--- src/rtl/vc_crossbar3_arb_ctrl.sv ---
// Round-robin val/rdy arbiter and TrustZone request filter driving the sel0..sel2 inputs of a 3x3 crossbar.
// Optional feature macro VC_XBAR_DENY_COUNT_EN enables a saturating denied-request counter on deny_count.
module vc_crossbar3_arb_ctrl #(
  parameter logic [2:0] p_secure_mask = 3'b000
) (
  input  logic       clk,
  input  logic       reset,
  input  logic       in0_val,
  input  logic       in1_val,
  input  logic       in2_val,
  output logic       in0_rdy,
  output logic       in1_rdy,
  output logic       in2_rdy,
  input  logic [1:0] in0_dest,
  input  logic [1:0] in1_dest,
  input  logic [1:0] in2_dest,
  input  logic       in0_domain,
  input  logic       in1_domain,
  input  logic       in2_domain,
  output logic [1:0] sel0,
  output logic [1:0] sel1,
  output logic [1:0] sel2,
  output logic       out0_val,
  output logic       out1_val,
  output logic       out2_val,
  input  logic       out0_rdy,
  input  logic       out1_rdy,
  input  logic       out2_rdy,
  output logic [2:0] deny_val,
  output logic [7:0] deny_count
);

  typedef enum logic {IDLE = 1'b0, BUSY = 1'b1} state_t;

  // Destination 3 has no output; padding the mask with 0 keeps the lookup in range.
  localparam logic [3:0] MaskExt = {1'b0, p_secure_mask};

  logic [2:0] in_val;
  logic [2:0] in_dom;
  logic [2:0] out_rdy;
  logic [1:0] in_dest [3];
  logic [2:0] denied;
  logic [2:0] gnt_rdy;
  logic [2:0] out_busy;
  logic [5:0] sel_flat;
  logic [8:0] gnt_rdy_flat;
  logic [2:0] deny_val_q;

  assign in_val     = {in2_val, in1_val, in0_val};
  assign in_dom     = {in2_domain, in1_domain, in0_domain};
  assign out_rdy    = {out2_rdy, out1_rdy, out0_rdy};
  assign in_dest[0] = in0_dest;
  assign in_dest[1] = in1_dest;
  assign in_dest[2] = in2_dest;

  for (genvar gi = 0; gi < 3; gi++) begin : g_deny
    assign denied[gi] = in_val[gi] &
                        ((in_dest[gi] == 2'd3) | (MaskExt[in_dest[gi]] & ~in_dom[gi]));
  end

  for (genvar gi = 0; gi < 3; gi++) begin : g_out
    state_t     state_q, state_d;
    logic [1:0] sel_q, sel_d;
    logic [1:0] ptr_q, ptr_d;
    logic [1:0] cand1, cand2, win;
    logic [2:0] elig;

    assign elig = in_val & ~denied & {in_dest[2] == 2'(gi), in_dest[1] == 2'(gi),
                                      in_dest[0] == 2'(gi)};
    assign cand1 = (ptr_q == 2'd2) ? 2'd0 : ptr_q + 2'd1;
    assign cand2 = (ptr_q == 2'd0) ? 2'd2 : ptr_q - 2'd1;

    always_comb begin
      win = ptr_q;
      if (elig[ptr_q])      win = ptr_q;
      else if (elig[cand1]) win = cand1;
      else if (elig[cand2]) win = cand2;
    end

    always_comb begin
      state_d = state_q;
      sel_d   = sel_q;
      ptr_d   = ptr_q;
      case (state_q)
        IDLE: begin
          if (|elig) begin
            state_d = BUSY;
            sel_d   = win;
          end
        end
        BUSY: begin
          if (out_rdy[gi]) begin
            state_d = IDLE;
            ptr_d   = (sel_q == 2'd2) ? 2'd0 : sel_q + 2'd1;
          end
        end
        default: state_d = IDLE;
      endcase
    end

    always_ff @(posedge clk or negedge reset) begin
      if (!reset) begin
        state_q <= IDLE;
        sel_q   <= 2'd0;
        ptr_q   <= 2'd0;
      end else begin
        state_q <= state_d;
        sel_q   <= sel_d;
        ptr_q   <= ptr_d;
      end
    end

    // sel_q doubles as the grant index while BUSY.
    assign out_busy[gi]           = (state_q == BUSY);
    assign sel_flat[2*gi +: 2]    = sel_q;
    assign gnt_rdy_flat[3*gi +: 3] = ((state_q == BUSY) && out_rdy[gi]) ? (3'b001 << sel_q) : 3'b000;
  end

  assign gnt_rdy = gnt_rdy_flat[2:0] | gnt_rdy_flat[5:3] | gnt_rdy_flat[8:6];
  assign {in2_rdy, in1_rdy, in0_rdy} = (denied | gnt_rdy) & {3{reset}};

  assign out0_val = out_busy[0];
  assign out1_val = out_busy[1];
  assign out2_val = out_busy[2];
  assign sel0     = sel_flat[1:0];
  assign sel1     = sel_flat[3:2];
  assign sel2     = sel_flat[5:4];

  always_ff @(posedge clk or negedge reset) begin
    if (!reset) deny_val_q <= 3'b000;
    else        deny_val_q <= denied;
  end
  assign deny_val = deny_val_q;

`ifdef VC_XBAR_DENY_COUNT_EN
  logic [7:0] deny_cnt_q, deny_cnt_d;
  logic [8:0] cnt_sum;

  always_comb begin
    cnt_sum    = {1'b0, deny_cnt_q} + 9'(deny_val_q[0]) + 9'(deny_val_q[1]) + 9'(deny_val_q[2]);
    deny_cnt_d = cnt_sum[8] ? 8'hFF : cnt_sum[7:0];
  end

  always_ff @(posedge clk or negedge reset) begin
    if (!reset) deny_cnt_q <= 8'd0;
    else        deny_cnt_q <= deny_cnt_d;
  end
  assign deny_count = deny_cnt_q;
`else
  assign deny_count = 8'd0;
`endif

endmodule

--- config.mk ---
export PLATFORM = sky130hd
export DESIGN_NAME = vc_crossbar3_arb_ctrl
export DESIGN_NICKNAME = d
export VERILOG_FILES = /design/src/rtl/vc_crossbar3_arb_ctrl.sv
export SDC_FILE = /design/constraint.sdc
export NUM_CORES = 1
export LEC_CHECK = 0
export ABC_AREA = 1
export BUFFER_PORTS_ARGS = -buffer_cell sky130_fd_sc_hd__buf_2
export CORE_MARGIN = 2
export CORE_UTILIZATION = 36
export CTS_CLUSTER_DIAMETER = 40
export DETAILED_ROUTE_END_ITERATION = 7
export GPL_TIMING_DRIVEN = 0
export PLACE_DENSITY_LB_ADDON = 0.25
export SLEW_MARGIN = 20
export SYNTH_ARGS = -nofsm -noshare
export SYNTH_HDL_FRONTEND = slang
export SYNTH_SLANG_ARGS = --single-unit
--- constraint.sdc ---
create_clock -name clk -period 2.4 [get_ports clk]
set_clock_uncertainty 0.1 [all_clocks]
set_input_delay 0.24 -clock clk [delete_from_list [all_inputs] [get_ports clk]]
set_output_delay 0.24 -clock clk [all_outputs]
set_load 0.005 [all_outputs]
# Word-level counts from Yosys, hierarchy flattened
# Cells that the tools add are included.
[totals]
output_inout_bits = 23
word_cells = 145
inputBits = 17
register_bits = 18
[classes]
n_shift = 3
n_lt_le_gt_ge = 12
reduce_logical = 18
bitwise = 24
n_addsub = 9
n_eq_ne = 15
n_mux = 54
[ops]
columns = ["operator", "count"]
rows = [
  ["$lt A2 B3 Y1 const B", 12],
  ["$mux W2", 18],
  ["$bmux W1 S2", 12],
  ["$eq A2 B2 Y1 const B", 12],
  ["$mux W1", 18],
  ["$and A3 B3 Y3", 5],
  ["$add A2 B1 Y2 const B", 6],
  ["$logic_not A2 Y1", 6],
  ["$reduce_and A2 Y1", 6],
  ["$mux W3", 3],
  ["$or A3 B3 Y3", 3],
  ["$reduce_or A3 Y1", 3],
  ["$shl A1 B2 Y3 const A", 3],
  ["$and A1 B1 Y1", 6],
  ["$eq A2 B1 Y1 const B", 3],
  ["$not A1 Y1", 6],
  ["$pmux W1 S2", 3],
  ["$sub A2 B1 Y2 const B", 3],
  ["$logic_and A1 B1 Y1", 3],
  ["$not A3 Y3", 1],
  ["$or A1 B1 Y1", 3],
]

# Logic depth before layout (Yosys ltp)
[logic_depth]
ltp_word = 13
ltp_mapped = 11
ltp_nobuf = 11

# Worst setup path after synthesis
# OpenSTA, ideal clock, no wires.
[synth_path]
kind = "register to register"
startpoint = "register g_out[1].ptr_q[0]"
endpoint = "register g_out[1].sel_q[0] (netlist: sel1[0])"
slack_ns = 0.824
t_arrival_ns = 1.354
path_stages_with_launch = 10
setup_time_ns = 0.122
required_time_ns = 2.178
path_buffers = 0
synth_period_minus_slack_ns = 1.576
path_cell_list = "dfrtp_1 -> inv_1 -> ha_1 -> o21bai_2 -> nand2_2 -> nand2_1 -> nand3_1 -> nand2_1 -> nand2_1 -> a21oi_2"
[synth_via]
elab_chain_len = 7
elab_cells_between_ends = 15
classes_between = "2 x add/sub; 1 x eq/ne; 11 x mux; 1 x reduce/logical"
[synth_lines]
columns = ["item", "line_no", "text"]
rows = [
  ["start, declared", "64", "logic [1:0] ptr_q, ptr_d;"],
  ["start signal, assigned", "109", "ptr_q <= ptr_d;"],
  ["$sub A2 B1 Y2 / $logic_not A2 Y1 (equally long branches)", "71", "assign cand2 = (ptr_q == 2'd0) ? 2'd2 : ptr_q - 2'd1;"],
  ["$mux W2", "71", ""],
  ["$bmux W1 S2", "77", "else if (elig[cand2]) win = cand2;"],
  ["$mux W1 (implied by the code)", "77", ""],
  ["$mux W2", "77", ""],
  ["$mux W2", "76", "else if (elig[cand1]) win = cand1;"],
  ["$mux W2 *", "75", "if (elig[ptr_q]) win = ptr_q;"],
  ["end signal, assigned", "108", "sel_q <= sel_d;"],
  ["end, declared", "63", "logic [1:0] sel_q, sel_d;"],
]
# Mark *: on every way between the ends. The rest lies on a longest branch, timed or not. The select of a mux whose other input is x is not followed.
# A chain may end at the register's enable or synchronous reset.

# Worst setup path in the final report
[layout_path]
startpoint = "input reset"
endpoint = "output in1_rdy"
[layout_via]
elab_chain_len = 1
[layout_lines]
columns = ["item", "line_no", "text"]
rows = [
  ["start, declared", "7", "input logic reset,"],
  ["$and A3 B3 Y3", "120", "assign {in2_rdy, in1_rdy, in0_rdy} = (denied | gnt_rdy) & {3{reset}};"],
  ["end, declared", "12", "output logic in1_rdy,"],
]
# Every way passes these cells.

==> flow_summary.ini <==
[run_status]
outcome = complete, no violations

[sta]
rsz0062_at_grt = false
setup_viol = 0
hold_violations = 0
setup_tns_ps = 0
fin_crit_sh_pct = 83.9
maxSlewViolCount = 0
max_freq_mhz = 496
fin_crit_ps = 2010

[placed_design]
globalplace.congestion = 0.804
hpwl_um = 2750
port_buffers = 28

[synth]
syn_area_per_cell_um2 = 6.92
netlist_instances = 219
synth_warnings = 0
synth_area_leader_cell = dfrtp_1
synth_area_um2 = 1520
synth_seq_cells = 18
synth_top_cells_by_area = dfrtp_1 (30%), nand2_1 (10%), inv_1 (9.2%)
seq_area_frac_synth_pct = 29.7
ys_types = 26
synth_top_area_share_pct = 29.7

[final_layout]
drive_above_1_share_pct = 22.8
n_fill_cell = 440
multiInputGateArea_um2 = 878
diodes = 0
seqCellArea_um2 = 450
area_growth_pct = 19.4
nets = 286

[pwr]
p_per_area_nw_per_um2 = 1070
p_total_mw = 1.94
leakage_nw = 0.990
peakVddDrop_mv = 0.429

[die]
die_x_um = 68.9
die_y_um = 68.9
core-area_um2 = 4030
initial_core_util_pct = 37.6
design.portCount = 40
rows = 23
dieArea_um2 = 4750

[cts]
cts_tree = built
clock_latency_ps = 260
path_clk_slew_ps = 80
htree_levels = 1
clockRootBuffer = clkbuf_8
hold_buffers = 1
cts_max_path_buffers = 2
clock-sinks = 18
cts_buffers = 3
ctsResizeCount = 0
post_cts_buffers = 0

[global_route]
grt_first_pass_wirelength_um = 5890
antenna_found_initial = 0
first_global_vias = 1425
grtUsageTotal_pct = 16.6
grt_max_degree = 20
grt-ovfl-total = 0

[drt]
routedWlPerCell_um = 11.1
dr.pass1.iters = 4
num_vias = 1452
drtAntennaViolNets = 0
routed_wl_um = 3440
drcViolationCount = 0
vias_per_cell = 4.70
drt_iter0_markers = 71

[min_path]
hp-class = input pin to flip-flop

[critical_path]
cp-start-kind = input pin
crit_path_end_kind = output port
worstSetupPathType = input pin to output port
cp_max_fo = 19
worstPathRequired_ps = 2060
arrival_ps = 1670

[run]
maxCapViolCount = 0
==> metal layers <==
metal | up-vias | part of all wire (%) | routed length (um) | track usage (%)
met2 | 33 | 45 | 1540 | 29.2
met5 | - | 0 | 0 | 0
met3 | 2 | 3.9 | 134 | 3.41
met1 | 636 | 51 | 1750 | 20.6
li1 | 781 | - | - | -
met4 | 0 | 0.38 | 13 | 3.92
==> stage by stage <==
stage	cells	setup WS (ps)	util [%]	hold slack (ps)	cell area, um2
final	309	386	44.9	83.7	1810
after global routing	309	277	44.9	76.7	1810
after CTS	309	376	44.9	80.8	1810
after detailed placement	304	675	43.3	123	1750
after global placement	304	675	43.3	116	1750
after floorplan	226	824	-	-156	1540
==> kinds of logic after synthesis <==
logic type               after synthesis  synth area share, %
adder cells (fa/ha/maj)                9                 7.43
AND/OR/NAND/NOR                      108                 34.7
buffers and inverters                 49                 14.1
AO/OA/AOI/OAI                         34                 13.8
flip-flops                            18                 29.7
other                                  1                0.247
==> final timing paths <==
| check | from | end | slack (ps) | depth (start not counted) |
|---|---|---|---|---|
| hold reg to reg | sel2[0] | sel2[0] | 450 | 2 |
| min in group asynchronous | reset | out0_val | 360 | 2 |
| max in group asynchronous | reset | g_out[1].ptr_q[1] | 1520 | 2 |
| setup reg to reg | g_out[1].ptr_q[0] | sel1[1] | 650 | 9 |
| setup / recovery | reset | in1_rdy | 390 | 5 |
| hold / removal | out0_rdy | out0_val | 80 | 2 |
==> synthesized netlist by cell type <==
cell      count
nand4_1       7
inv_2         3
nand3_1      24
o21bai_2      1
o21ai_1       3
clkinv_1      1
nor2_1       14
nor2_4        1
nor3_1        9
or2_1         1
buf_4         8
a21oi_2       5
o21ai_0       7
o21bai_1      3
nand2_2       4
dfrtp_1      18
a21oi_1      10
nand3b_2      1
nor3_4        1
inv_1        37
conb_1        1
nand2_1      42
nand3_2       3
a31oi_1       5
nand3b_1      1
ha_1          9
==> cell type report <==
cell class                 count  share of cell area (%)
inverter                      41                    8.50
sequential                    18                    24.9
buffer                         8                    3.32
multi-input combinational    159                    48.5
timing repair buffer          29                    8.29
tap                           50                    3.46
clock buffer                   4                    3.04
==> critical path, cell delays in order <==
cell           delay [ps]
dlygate4sd3_1         510
buf_2                 400
inv_1                 140
a31oi_1               220
buf_2                 150
==> power by group <==
part | switching, mW | internal (mW)
registers | 0.111 | 0.411
clock network | 0.108 | 0.146
logic | 0.695 | 0.472
total | 0.914 | 1.03
==> placed cells by master (no fill, tap or decap), drive strengths merged <==
cell type     n
nor2         15
a21oi        15
nor3         10
or2           1
nand3b        2
clkbuf        4
ha            9
inv          40
dfrtp        18
o21ai        10
nand3        27
a31oi         5
nand4         7
o21bai        4
nand2        46
buf          36
dlygate4sd3   1
conb          8
clkinv        1
==> state kept, by name, indices dropped and copies added (netlist names) <==
name         flops
sel0             2
deny_val         3
g_out.ptr_q      6
sel2             2
out2_val         1
out1_val         1
out0_val         1
sel1             2
No activity file was read; power rests on OpenSTA's default activity.
